`src/rtl/alu_pkg.sv`:
```
// Shared op codes, FSM states, flag bundle and width defaults for the execute-stage ALU.
// Leaf package: no logic, no latency, no backpressure.
package alu_pkg;

    localparam int XLEN_DEF = 32;

    typedef enum logic [4:0] {
        OP_ADD    = 5'b00000,
        OP_SUB    = 5'b00001,
        OP_AND    = 5'b00010,
        OP_OR     = 5'b00011,
        OP_XOR    = 5'b00100,
        OP_SLT    = 5'b00101,
        OP_SLL    = 5'b00110,
        OP_SRL    = 5'b00111,
        OP_SRA    = 5'b01000,
        OP_SLTU   = 5'b01001,
        OP_MUL    = 5'b10000,
        OP_MULH   = 5'b10001,
        OP_MULHSU = 5'b10010,
        OP_MULHU  = 5'b10011,
        OP_DIV    = 5'b10100,
        OP_DIVU   = 5'b10101,
        OP_REM    = 5'b10110,
        OP_REMU   = 5'b10111
    } alu_op_e;

    typedef enum logic [1:0] {
        IDLE = 2'd0,
        BUSY = 2'd1,
        DONE = 2'd2
    } md_state_e;

    typedef struct packed {
        logic n;
        logic z;
        logic c;
        logic v;
    } flags_t;

    // All multiply/divide encodings live in 10xxx.
    function automatic logic is_md_op(input logic [4:0] op);
        return op[4:3] == 2'b10;
    endfunction

endpackage

```
`src/rtl/md_unit.sv`:
```
// Iterative shift-add multiplier / restoring divider; result presented XLEN+1 cycles after start.
// busy is high from the cycle after start until done; flush abandons the operation.
module md_unit
    import alu_pkg::*;
#(
    parameter int XLEN = XLEN_DEF
) (
    input  logic            clk,
    input  logic            n_rst,
    input  logic            flush,
    input  logic            start,
    input  alu_op_e         op,
    input  logic [XLEN-1:0] a_in,
    input  logic [XLEN-1:0] b_in,
    output logic            busy,
    output logic            done,
    output logic [XLEN-1:0] md_result
);

    localparam int CW = $clog2(XLEN);

    md_state_e       state_q, state_d;
    logic [CW-1:0]   cnt_q, cnt_d;
    logic [XLEN-1:0] hi_q, hi_d;
    logic [XLEN-1:0] lo_q, lo_d;
    logic [XLEN-1:0] opnd_q, opnd_d;
    alu_op_e         op_q, op_d;
    logic            neg_q, neg_d;

    logic            a_sgn, b_sgn;
    logic [XLEN:0]   mul_sum;
    logic [XLEN:0]   div_rs;
    logic            div_ge;
    logic [XLEN-1:0] div_diff;
    logic [2*XLEN-1:0] prod_fix;

    assign a_sgn = a_in[XLEN-1] & (op == OP_MULH || op == OP_MULHSU || op == OP_DIV || op == OP_REM);
    assign b_sgn = b_in[XLEN-1] & (op == OP_MULH || op == OP_DIV || op == OP_REM);

    assign mul_sum  = {1'b0, hi_q} + (lo_q[0] ? {1'b0, opnd_q} : '0);
    assign div_rs   = {hi_q, lo_q[XLEN-1]};
    assign div_ge   = div_rs >= {1'b0, opnd_q};
    assign div_diff = div_rs[XLEN-1:0] - opnd_q;

    always_comb begin
        state_d = state_q;
        cnt_d   = cnt_q;
        hi_d    = hi_q;
        lo_d    = lo_q;
        opnd_d  = opnd_q;
        op_d    = op_q;
        neg_d   = neg_q;
        if (flush) begin
            state_d = IDLE;
            cnt_d   = '0;
        end else begin
            case (state_q)
                IDLE: begin
                    if (start) begin
                        state_d = BUSY;
                        cnt_d   = '0;
                        hi_d    = '0;
                        lo_d    = a_sgn ? -a_in : a_in;
                        opnd_d  = b_sgn ? -b_in : b_in;
                        op_d    = op;
                        // A zero divisor keeps the all-ones quotient unsigned-looking.
                        if (op == OP_REM || op == OP_REMU)
                            neg_d = a_sgn;
                        else if (op == OP_DIV || op == OP_DIVU)
                            neg_d = (a_sgn ^ b_sgn) & (b_in != '0);
                        else
                            neg_d = a_sgn ^ b_sgn;
                    end
                end
                BUSY: begin
                    if (op_q[2]) begin
                        hi_d = div_ge ? div_diff : div_rs[XLEN-1:0];
                        lo_d = {lo_q[XLEN-2:0], div_ge};
                    end else begin
                        hi_d = mul_sum[XLEN:1];
                        lo_d = {mul_sum[0], lo_q[XLEN-1:1]};
                    end
                    cnt_d = cnt_q + CW'(1);
                    if (cnt_q == CW'(XLEN - 1))
                        state_d = DONE;
                end
                default: state_d = IDLE;
            endcase
        end
    end

    assign prod_fix = neg_q ? -{hi_q, lo_q} : {hi_q, lo_q};

    always_comb begin
        md_result = '0;
        case (op_q)
            OP_MUL:                        md_result = prod_fix[XLEN-1:0];
            OP_MULH, OP_MULHSU, OP_MULHU:  md_result = prod_fix[2*XLEN-1:XLEN];
            OP_DIV, OP_DIVU:               md_result = neg_q ? -lo_q : lo_q;
            OP_REM, OP_REMU:               md_result = neg_q ? -hi_q : hi_q;
            default:                       md_result = '0;
        endcase
    end

    assign busy = state_q != IDLE;
    assign done = state_q == DONE;

    always_ff @(posedge clk or negedge n_rst) begin
        if (!n_rst) begin
            state_q <= IDLE;
            cnt_q   <= '0;
            hi_q    <= '0;
            lo_q    <= '0;
            opnd_q  <= '0;
            op_q    <= OP_MUL;
            neg_q   <= 1'b0;
        end else begin
            state_q <= state_d;
            cnt_q   <= cnt_d;
            hi_q    <= hi_d;
            lo_q    <= lo_d;
            opnd_q  <= opnd_d;
            op_q    <= op_d;
            neg_q   <= neg_d;
        end
    end

endmodule

```
`src/rtl/alu_md_pipe.sv`:
```
// Execute-stage ALU: single-cycle ops register one cycle after issue, M ops XLEN+2 cycles.
// in_ready drops while the multiply/divide unit is busy; flush clears outputs and kills work.
module alu_md_pipe
    import alu_pkg::*;
#(
    parameter int XLEN  = XLEN_DEF,
    parameter bit MD_EN = 1'b1
) (
    input  logic            clk,
    input  logic            n_rst,
    input  logic            flush,
    input  logic            in_valid,
    output logic            in_ready,
    input  logic [XLEN-1:0] a_in,
    input  logic [XLEN-1:0] b_in,
    input  logic [4:0]      alu_ctl,
    output logic            out_valid,
    output logic [XLEN-1:0] result,
    output logic            aN,
    output logic            aZ,
    output logic            aC,
    output logic            aV
);

    localparam int SHW = $clog2(XLEN);

    logic            out_valid_q, out_valid_d;
    logic [XLEN-1:0] result_q, result_d;
    flags_t          flags_q, flags_d;

    logic            accept, md_op, md_start, md_busy, md_done;
    logic [XLEN-1:0] md_result;
    logic            sub;
    logic [XLEN-1:0] b_op;
    logic [XLEN:0]   add_w;
    flags_t          add_flg;
    logic [SHW-1:0]  sh;
    logic [XLEN-1:0] alu_res;
    flags_t          alu_flg;

    assign md_op    = MD_EN && is_md_op(alu_ctl);
    assign accept   = in_valid & in_ready;
    assign md_start = accept & md_op & ~flush;
    assign in_ready = ~md_busy;

    md_unit #(.XLEN(XLEN)) u_md (
        .clk       (clk),
        .n_rst     (n_rst),
        .flush     (flush),
        .start     (md_start),
        .op        (alu_op_e'(alu_ctl)),
        .a_in      (a_in),
        .b_in      (b_in),
        .busy      (md_busy),
        .done      (md_done),
        .md_result (md_result)
    );

    assign sub   = (alu_ctl == OP_SUB) || (alu_ctl == OP_SLT) || (alu_ctl == OP_SLTU);
    assign b_op  = sub ? ~b_in : b_in;
    assign add_w = {1'b0, a_in} + {1'b0, b_op} + {{XLEN{1'b0}}, sub};
    assign add_flg.n = add_w[XLEN-1];
    assign add_flg.z = add_w[XLEN-1:0] == '0;
    assign add_flg.c = add_w[XLEN];
    assign add_flg.v = (a_in[XLEN-1] == b_op[XLEN-1]) && (add_w[XLEN-1] != a_in[XLEN-1]);
    assign sh = b_in[SHW-1:0];

    always_comb begin
        alu_res = '0;
        alu_flg = '0;
        case (alu_ctl)
            OP_ADD, OP_SUB: begin
                alu_res = add_w[XLEN-1:0];
                alu_flg = add_flg;
            end
            OP_SLT: begin
                alu_res = {{(XLEN-1){1'b0}}, add_flg.n ^ add_flg.v};
                alu_flg = add_flg;
            end
            OP_SLTU: begin
                alu_res = {{(XLEN-1){1'b0}}, ~add_flg.c};
                alu_flg = add_flg;
            end
            OP_AND, OP_OR, OP_XOR: begin
                if (alu_ctl == OP_AND)
                    alu_res = a_in & b_in;
                else if (alu_ctl == OP_OR)
                    alu_res = a_in | b_in;
                else
                    alu_res = a_in ^ b_in;
                alu_flg.n = alu_res[XLEN-1];
                alu_flg.z = alu_res == '0;
            end
            OP_SLL:  alu_res = a_in << sh;
            OP_SRL:  alu_res = a_in >> sh;
            OP_SRA:  alu_res = $unsigned($signed(a_in) >>> sh);
            default: alu_res = '0;
        endcase
    end

    always_comb begin
        out_valid_d = 1'b0;
        result_d    = result_q;
        flags_d     = flags_q;
        if (flush) begin
            result_d = '0;
            flags_d  = '0;
        end else if (md_done) begin
            out_valid_d = 1'b1;
            result_d    = md_result;
            flags_d     = '0;
        end else if (accept && !md_op) begin
            out_valid_d = 1'b1;
            result_d    = alu_res;
            flags_d     = alu_flg;
        end
    end

    always_ff @(posedge clk or negedge n_rst) begin
        if (!n_rst) begin
            out_valid_q <= 1'b0;
            result_q    <= '0;
            flags_q     <= '0;
        end else begin
            out_valid_q <= out_valid_d;
            result_q    <= result_d;
            flags_q     <= flags_d;
        end
    end

    assign out_valid = out_valid_q;
    assign result    = result_q;
    assign aN        = flags_q.n;
    assign aZ        = flags_q.z;
    assign aC        = flags_q.c;
    assign aV        = flags_q.v;

endmodule

```
`config.mk`:
```
export PLATFORM = sky130hd
export DESIGN_NAME = alu_md_pipe
export DESIGN_NICKNAME = d
export VERILOG_FILES = /design/src/rtl/alu_pkg.sv /design/src/rtl/md_unit.sv /design/src/rtl/alu_md_pipe.sv
export SDC_FILE = /design/constraint.sdc
export NUM_CORES = 1
export LEC_CHECK = 0
export ABC_CLOCK_PERIOD_IN_PS = 3200
export CAP_MARGIN = 15
export CORE_MARGIN = 2
export CORE_UTILIZATION = 33
export CTS_CLUSTER_DIAMETER = 60
export DETAILED_ROUTE_END_ITERATION = 16
export GPL_ROUTABILITY_DRIVEN = 0
export HOLD_SLACK_MARGIN = 0.06
export SYNTH_ARGS = -nofsm -noshare
export SYNTH_HDL_FRONTEND = slang
export SYNTH_SLANG_ARGS = --single-unit
```
`constraint.sdc`:
```
create_clock -name clk -period 3.2 [get_ports clk]
set_input_delay 0.8 -clock clk [delete_from_list [all_inputs] [get_ports clk]]
set_output_delay 0.8 -clock clk [all_outputs]
set_load 0.1 [all_outputs]
```
# [Word-level counts from Yosys, hierarchy flattened]
# Index checks and enable logic that the tools add are counted.
[word_totals] wordCells=144 output_inout_bits=38 register_bits=146
[op_classes] bitwise=15 n_eq_ne=32 n_reduce_logical=31 mux=39 shift=3 addsub=10 n_lt_le_gt_ge=1
[ops] op="2-to-1 mux 32 bit" count=17
[ops] op="one-hot mux 32 bit (7 select lines)" count=1
[ops] op="negation 32 bit" count=4
[ops] op="one-hot mux 32 bit (2 select lines)" count=2
[ops] op="one-hot mux 32 bit (4 select lines)" count=1
[ops] op="== test 5 bit, second input constant" count=15
[ops] op="logical NOT 32 bit" count=2
[ops] op="2-to-1 mux 64 bit" count=1
[ops] op="negation 64 bit" count=1
[ops] op="adder 32 x 32 -> 33 bit" count=1
[ops] op="adder 32 x 33 -> 33 bit" count=1
[ops] op="adder 33 x 1 -> 33 bit" count=1
[ops] op=">= comparator 33 x 32 -> 1 bit" count=1
[ops] op="bitwise AND 32 bit" count=1
[ops] op="NOT 32 bit" count=1
[ops] op="bitwise OR 32 bit" count=1
[ops] op="nonzero test 32 bit" count=1
[ops] op="left shift 32 x 5 -> 32 bit" count=1
[ops] op=">> shifter 32 x 5 -> 32 bit" count=1
[ops] op=">>> shifter 32 x 5 -> 32 bit" count=1
[ops] op="subtractor 32 bit" count=1
[ops] op="XOR 32 bit" count=1
[ops] op="== test 5 x 3 -> 1 bit, second input constant" count=4
[ops] op="2-to-1 mux 4 bit" count=3
[ops] op="other kinds (31)" count=67

# [Logic depth before layout (Yosys ltp)]
[depth] depth_word=13 ltp_mapped=17

# [Cells and area by module]
# From an unflattened synthesis, not the netlist that was laid out.
[unflattened] hier_cells=2997 area_unflattened_um2=22384.0
[by_module_without_submodules] module="md_unit" instances=1 area_per_inst_um2=12572.1 cells_per_inst=1696 seq_area_each_um2=2728.9
[by_module_without_submodules] module="alu_md_pipe" instances=1 area_per_inst_um2=9811.9 cells_per_inst=1301 seq_area_each_um2=925.9

# [Worst setup path after synthesis]
# Ideal clock, no wire load.
[synth_timing] path_kind="input to register" start="in b_in[0]" end="reg flags_q, in the netlist aZ" n_path_buf=4 required_ns=3.096 setup_slack_ns=-1.874 arrival_ns=4.971 cell_stages=16 setup_ns=0.104 path_cell_list="buf_1 > clkbuf_1 > buf_1 > clkbuf_1 > o21ai_0 > fa_1 > a21o_1 > a211oi_2 > nor2_1 > o21ai_0 > xnor2_1 > or4b_1 > nor4_1 > nand4_1 > or4_1 > o41ai_2"
[synth_between] elab_chain_cells=9
[synth_lines] element="start: declaration" line="alu_md_pipe.sv:15" rtl="input logic [XLEN-1:0] b_in,"
[synth_lines] element="NOT 32 bit (tied with other cells)" line="alu_md_pipe.sv:60" rtl="assign b_op = sub ? ~b_in : b_in;"
[synth_lines] element="2-to-1 mux 32 bit, on equally long branches" line="alu_md_pipe.sv:60, alu_md_pipe.sv:87"
[synth_lines] element="adder 32 x 32 -> 33 bit or 2-to-1 mux 32 bit (tied branches)" line="alu_md_pipe.sv:61, alu_md_pipe.sv:85"
[synth_lines] element="adder 33 x 1 -> 33 bit or 2-to-1 mux 32 bit (tied branches)" line="alu_md_pipe.sv:61, alu_md_pipe.sv:71"
[synth_lines] element="logical NOT 32 bit, on equally long branches" line="alu_md_pipe.sv:63, alu_md_pipe.sv:92"
[synth_lines] element="one-hot mux 2 bit (2 select lines) (*)" line="alu_md_pipe.sv:71" rtl="case (alu_ctl)"
[synth_lines] element="2-to-1 mux 4 bit (*)" line="alu_md_pipe.sv:112" rtl="end else if (accept && !md_op) begin"
[synth_lines] element="2-to-1 mux 4 bit (*)" line="alu_md_pipe.sv:108" rtl="end else if (md_done) begin"
[synth_lines] element="2-to-1 mux 4 bit (*)" line="alu_md_pipe.sv:105" rtl="if (flush) begin"
[synth_lines] element="end signal: assignment" line="alu_md_pipe.sv:127" rtl="flags_q <= flags_d;"
[synth_lines] element="end: declaration" line="alu_md_pipe.sv:29" rtl="flags_t flags_q, flags_d;"
# Every way passes the cells marked *; elsewhere a longest branch is shown, timed or not. The select of a mux whose other input is x is not followed.
# A chain may end at the register's enable or synchronous reset.

# [Worst setup path in the final report]
[layout_timing] start="in alu_ctl[1]" end="reg flags_q, in the netlist aZ"
[layout_between] elab_chain_cells=11
[layout_lines] element="start: declaration" line="alu_md_pipe.sv:16" rtl="input logic [4:0] alu_ctl,"
[layout_lines] element="== test 5 x 1 -> 1 bit or == test 5 x 3 -> 1 bit (tied branches)" line="alu_md_pipe.sv:59, alu_md_pipe.sv:71"
[layout_lines] element="logical OR 1 bit (2 in a row)" line="alu_md_pipe.sv:59" rtl="assign sub = (alu_ctl == OP_SUB) || (alu_ctl == OP_SLT) || (alu_ctl == OP_SLTU);"
[layout_lines] element="2-to-1 mux 32 bit" line="alu_md_pipe.sv:60"
[layout_lines] element="adder 32 x 32 -> 33 bit" line="alu_md_pipe.sv:61" rtl="assign add_w = {1'b0, a_in} + {1'b0, b_op} + {{XLEN{1'b0}}, sub};"
[layout_lines] element="adder 33 x 1 -> 33 bit" line="alu_md_pipe.sv:61"
[layout_lines] element="logical NOT 32 bit" line="alu_md_pipe.sv:63" rtl="assign add_flg.z = add_w[XLEN-1:0] == '0;"
[layout_lines] element="one-hot mux 2 bit (2 select lines) (*)" line="alu_md_pipe.sv:71"
[layout_lines] element="2-to-1 mux 4 bit (*)" line="alu_md_pipe.sv:112"
[layout_lines] element="2-to-1 mux 4 bit (*)" line="alu_md_pipe.sv:108"
[layout_lines] element="2-to-1 mux 4 bit (*)" line="alu_md_pipe.sv:105"
# Marked as above.

==> impl_metrics.py <==
metrics = {
    "floorplanning": {
        "initial_core_util_pct": 33.2,
        "die_x_um": 258,
        "ioPinCount": 111,
        "dieArea_um2": 66500,
        "core_um2": 64100,
        "rows": 93,
        "die_h_um": 258,
    },
    "setup_path": {
        "reg2regPathDepth": 13,
        "arrival_ps": 4540,
        "worst_setup_path_start_kind": "primary input",
        "crit_type": "in2reg",
        "endpoint_kind": "register",
        "crit_fanout": 7,
        "cp.required_ps": 3580,
    },
    "pwr": {
        "leakagePower_nw": 14.4,
        "power_switching_w": 0.00867,
        "clockPowerShare_pct": 11.3,
        "p_comb_share_pct": 74.4,
        "total_power_w": 0.0186,
        "ir_worst_vdd_v": 0.000462,
        "powerDensity_nw_per_um2": 577,
        "p_seq_share_pct": 14.3,
        "swShare_pct": 46.8,
        "cell_internal_pwr_w": 0.00988,
    },
    "place": {
        "numPortBuffers": 110,
        "dp_slack_ps": -1930,
        "dpl.hpwl_mm": 82.2,
    },
    "sta": {
        "setup_ws_ps": -963,
        "tightestPinTransition_ps": 934,
        "layout_worst_path_cycle_share_pct": 130,
        "final_hold_viol_count": 0,
        "finalSetupViolations": 43,
        "period_minus_slack_ps": 4160,
        "slew_violations": 0,
        "finalClockSkew_ps": 18.4,
        "max_freq_mhz": 240,
        "slew_headroom_pct": 37.8,
        "rsz0062_at_grt": "true",
    },
    "clocking": {
        "cts_tree": "yes",
        "max-clock-path-buffers": 2,
        "htreeDepth": 4,
        "cts_buffers": 17,
        "clk_latency_ps": 480,
        "path_clk_slew_ps": 80,
        "clock-sinks": 146,
        "cts-root-buf": "clkbuf_16",
    },
    "synth": {
        "yosys.area.top_type": "dfrtp_1",
        "synth_ff_type": "dfrtp_1",
        "synthArstFlopShare_pct": 100,
        "synthDistinctLibCells": 93,
        "synth_area_leaders": "dfrtp_1 (17%), ha_1 (9.9%), o21ai_0 (8.0%)",
        "synth_edf_count": 0,
        "synth_top_area_share_pct": 17.1,
        "syn-num-nets": 3205,
        "ys_seq_area_share_pct": 17.2,
        "ys_ff_latch": 146,
        "synth_area_um2": 21300,
        "yosysWarnings": 0,
        "avgSynthCellArea_um2": 7.19,
        "syn_inst": 2961,
    },
    "final_layout": {
        "nets": 4010,
        "drive_gt1_share_pct": 33.7,
        "syn2layout_area_growth_pct": 51.0,
        "final_core_util_pct": 50.1,
    },
    "route": {
        "dr.pass1.iters": 6,
        "post-route-drc-count": 0,
        "vias_per_cell": 5.78,
        "wl_per_cell_um": 22.6,
        "dr_wl_met3_mm": 9.30,
        "met2_length_mm": 46.1,
        "wl_mm": 105,
        "drt_iter0_drc": 2598,
        "drt-met1-wl_mm": 41.7,
        "highest_layer": "met5",
        "antenna_left": 0,
        "vias": 26800,
    },
    "outcome": {
        "outcome": "finished, violations left",
        "violations": "setup timing",
    },
    "grt": {
        "grt_pass1_vias": 25300,
        "grt.total_usage_pct": 30.3,
        "antenna_found_initial": 2,
        "grt_pass1_wl_mm": 154,
        "overflow": 0,
        "grt_max_degree": 67,
    },
    "worst_hold_path": {
        "hp-class": "in2async",
    },
    "job": {
        "maxCapViolCount": 0,
    },
}
[power by group through the flow]
stage,clock (W),combinational (W),sequential [W]
after floorplan,0,0.00645,0.00276
after global placement,0,0.0114,0.00262
after detailed placement,0,0.0115,0.00263
after CTS,0.00209,0.0127,0.00262
after global routing,0.00217,0.0147,0.00268
final,0.00209,0.0138,0.00265
[flip-flops by register name (all words and copies together), names as in the netlist, 2 cells and up]
signal and cells:
u_md.lo_q 32, u_md.state_q 2, u_md.op_q 5, u_md.hi_q 32
result 32, u_md.opnd_q 32, u_md.cnt_q 5
[metal layers]
metal  global-route usage [%]  vias up
met2                     47.3     1314
li1                         -    12500
met1                     38.0    12700
met3                     6.37      321
met4                     19.3        2
met5                        0        -
[placed cells by master, fill, tap and decap left out, types with 55 or more instances in the layout]
master	instances
mux2i_1	121
o21ai_0	279
nand2_1	299
inv_1	119
clkdlybuf4s50_1	57
buf_6	55
nor2_1	249
dfrtp_1	141
xnor2_1	139
a21oi_1	226
ha_1	144
buf_4	828
[path summary, 6_finish.rpt]
kind | from | to | slack [ps]
max reg2reg | u_md.hi_q[0] | result[22] | -420
min in group clk | u_md.opnd_q[13] | u_md.opnd_q[13] | 480
max in group asynchronous | n_rst | result[3] | 2110
min reg2reg | u_md.opnd_q[13] | u_md.opnd_q[13] | 480
min | n_rst | u_md.hi_q[4] | 350
max | alu_ctl[1] | aZ | -960
[cell type report]
class	instances	area, um^2
clock buffer	18	429
antenna	2	5.00
inverter	133	508
clock inverter	14	145
timing repair buffer	981	8070
fill	6088	32000
multi-input combinational	2487	18200
sequential	146	3660
tap	855	1070
[synth_stat cells, drive strengths merged (18+ instances only)]
master and number:
o21ai 346, nand2 309, nor2 268, a21oi 261
ha 168, clkbuf 157, xnor2 152, dfrtp 145
inv 131, mux2i 124, a211oi 65, nor3 59
xor2 56, nand3 50, nand2b 46, a21o 40
buf 38, or3 38, a31oi 31, a22o 27
o221ai 27, o31ai 27, o211ai 25, o21a 25
o22ai 25, nand4 23, nor4 22, and3 18
[critical path, cell delays in order]
cell	delay, ps
buf_6	100
nor3b_4	190
buf_6	150
nand2_4	70
buf_12	150
xnor2_4	150
fa_2	370
a21o_1	210
a211oi_4	320
buf_6	160
nor4_4	50
buf_4	170
nor3_4	140
xor2_1	240
o2111ai_2	150
nor4_1	240
nand4_1	140
or4_4	530
o41ai_2	210
[stage by stage]
stage	TNS (ps)	hold slack [ps]	instances	cell area [um^2]
6_report	-15350	346	4636	32100
2_1_floorplan	-6710	450	2961	21600
4_1_cts	-14870	365	4609	31200
3_3_place_gp	-66540	463	4520	29000
3_5_place_dp	-69240	470	4520	29000
5_1_grt	-21470	387	4635	32100
[what timing repair did]
item,4_1_cts,5_1_grt
cloned,3,1
buffers inserted,63,35
hold buffers,0,0
setup endpoints to repair,72,80
resized for setup,261,180
pin swaps,120,132
[cells by family (layout without fill, tap and decap cells)]
family                     after synthesis  in the layout  share of synthesized area, %
AOI/OAI and AO/OA                     1053           1053                          31.0
xor gates and xnor gates               208            208                          8.56
adders and majority gates              172            172                          10.2
buffers and inverters                  328           1146                          5.87
DFF                                    146            146                          17.2
muxes                                  142            142                          7.21
other                                    0              2                             0
and+or+nand+nor                        912            912                          20.0
Note: power is estimated with default switching activity, not from simulation.
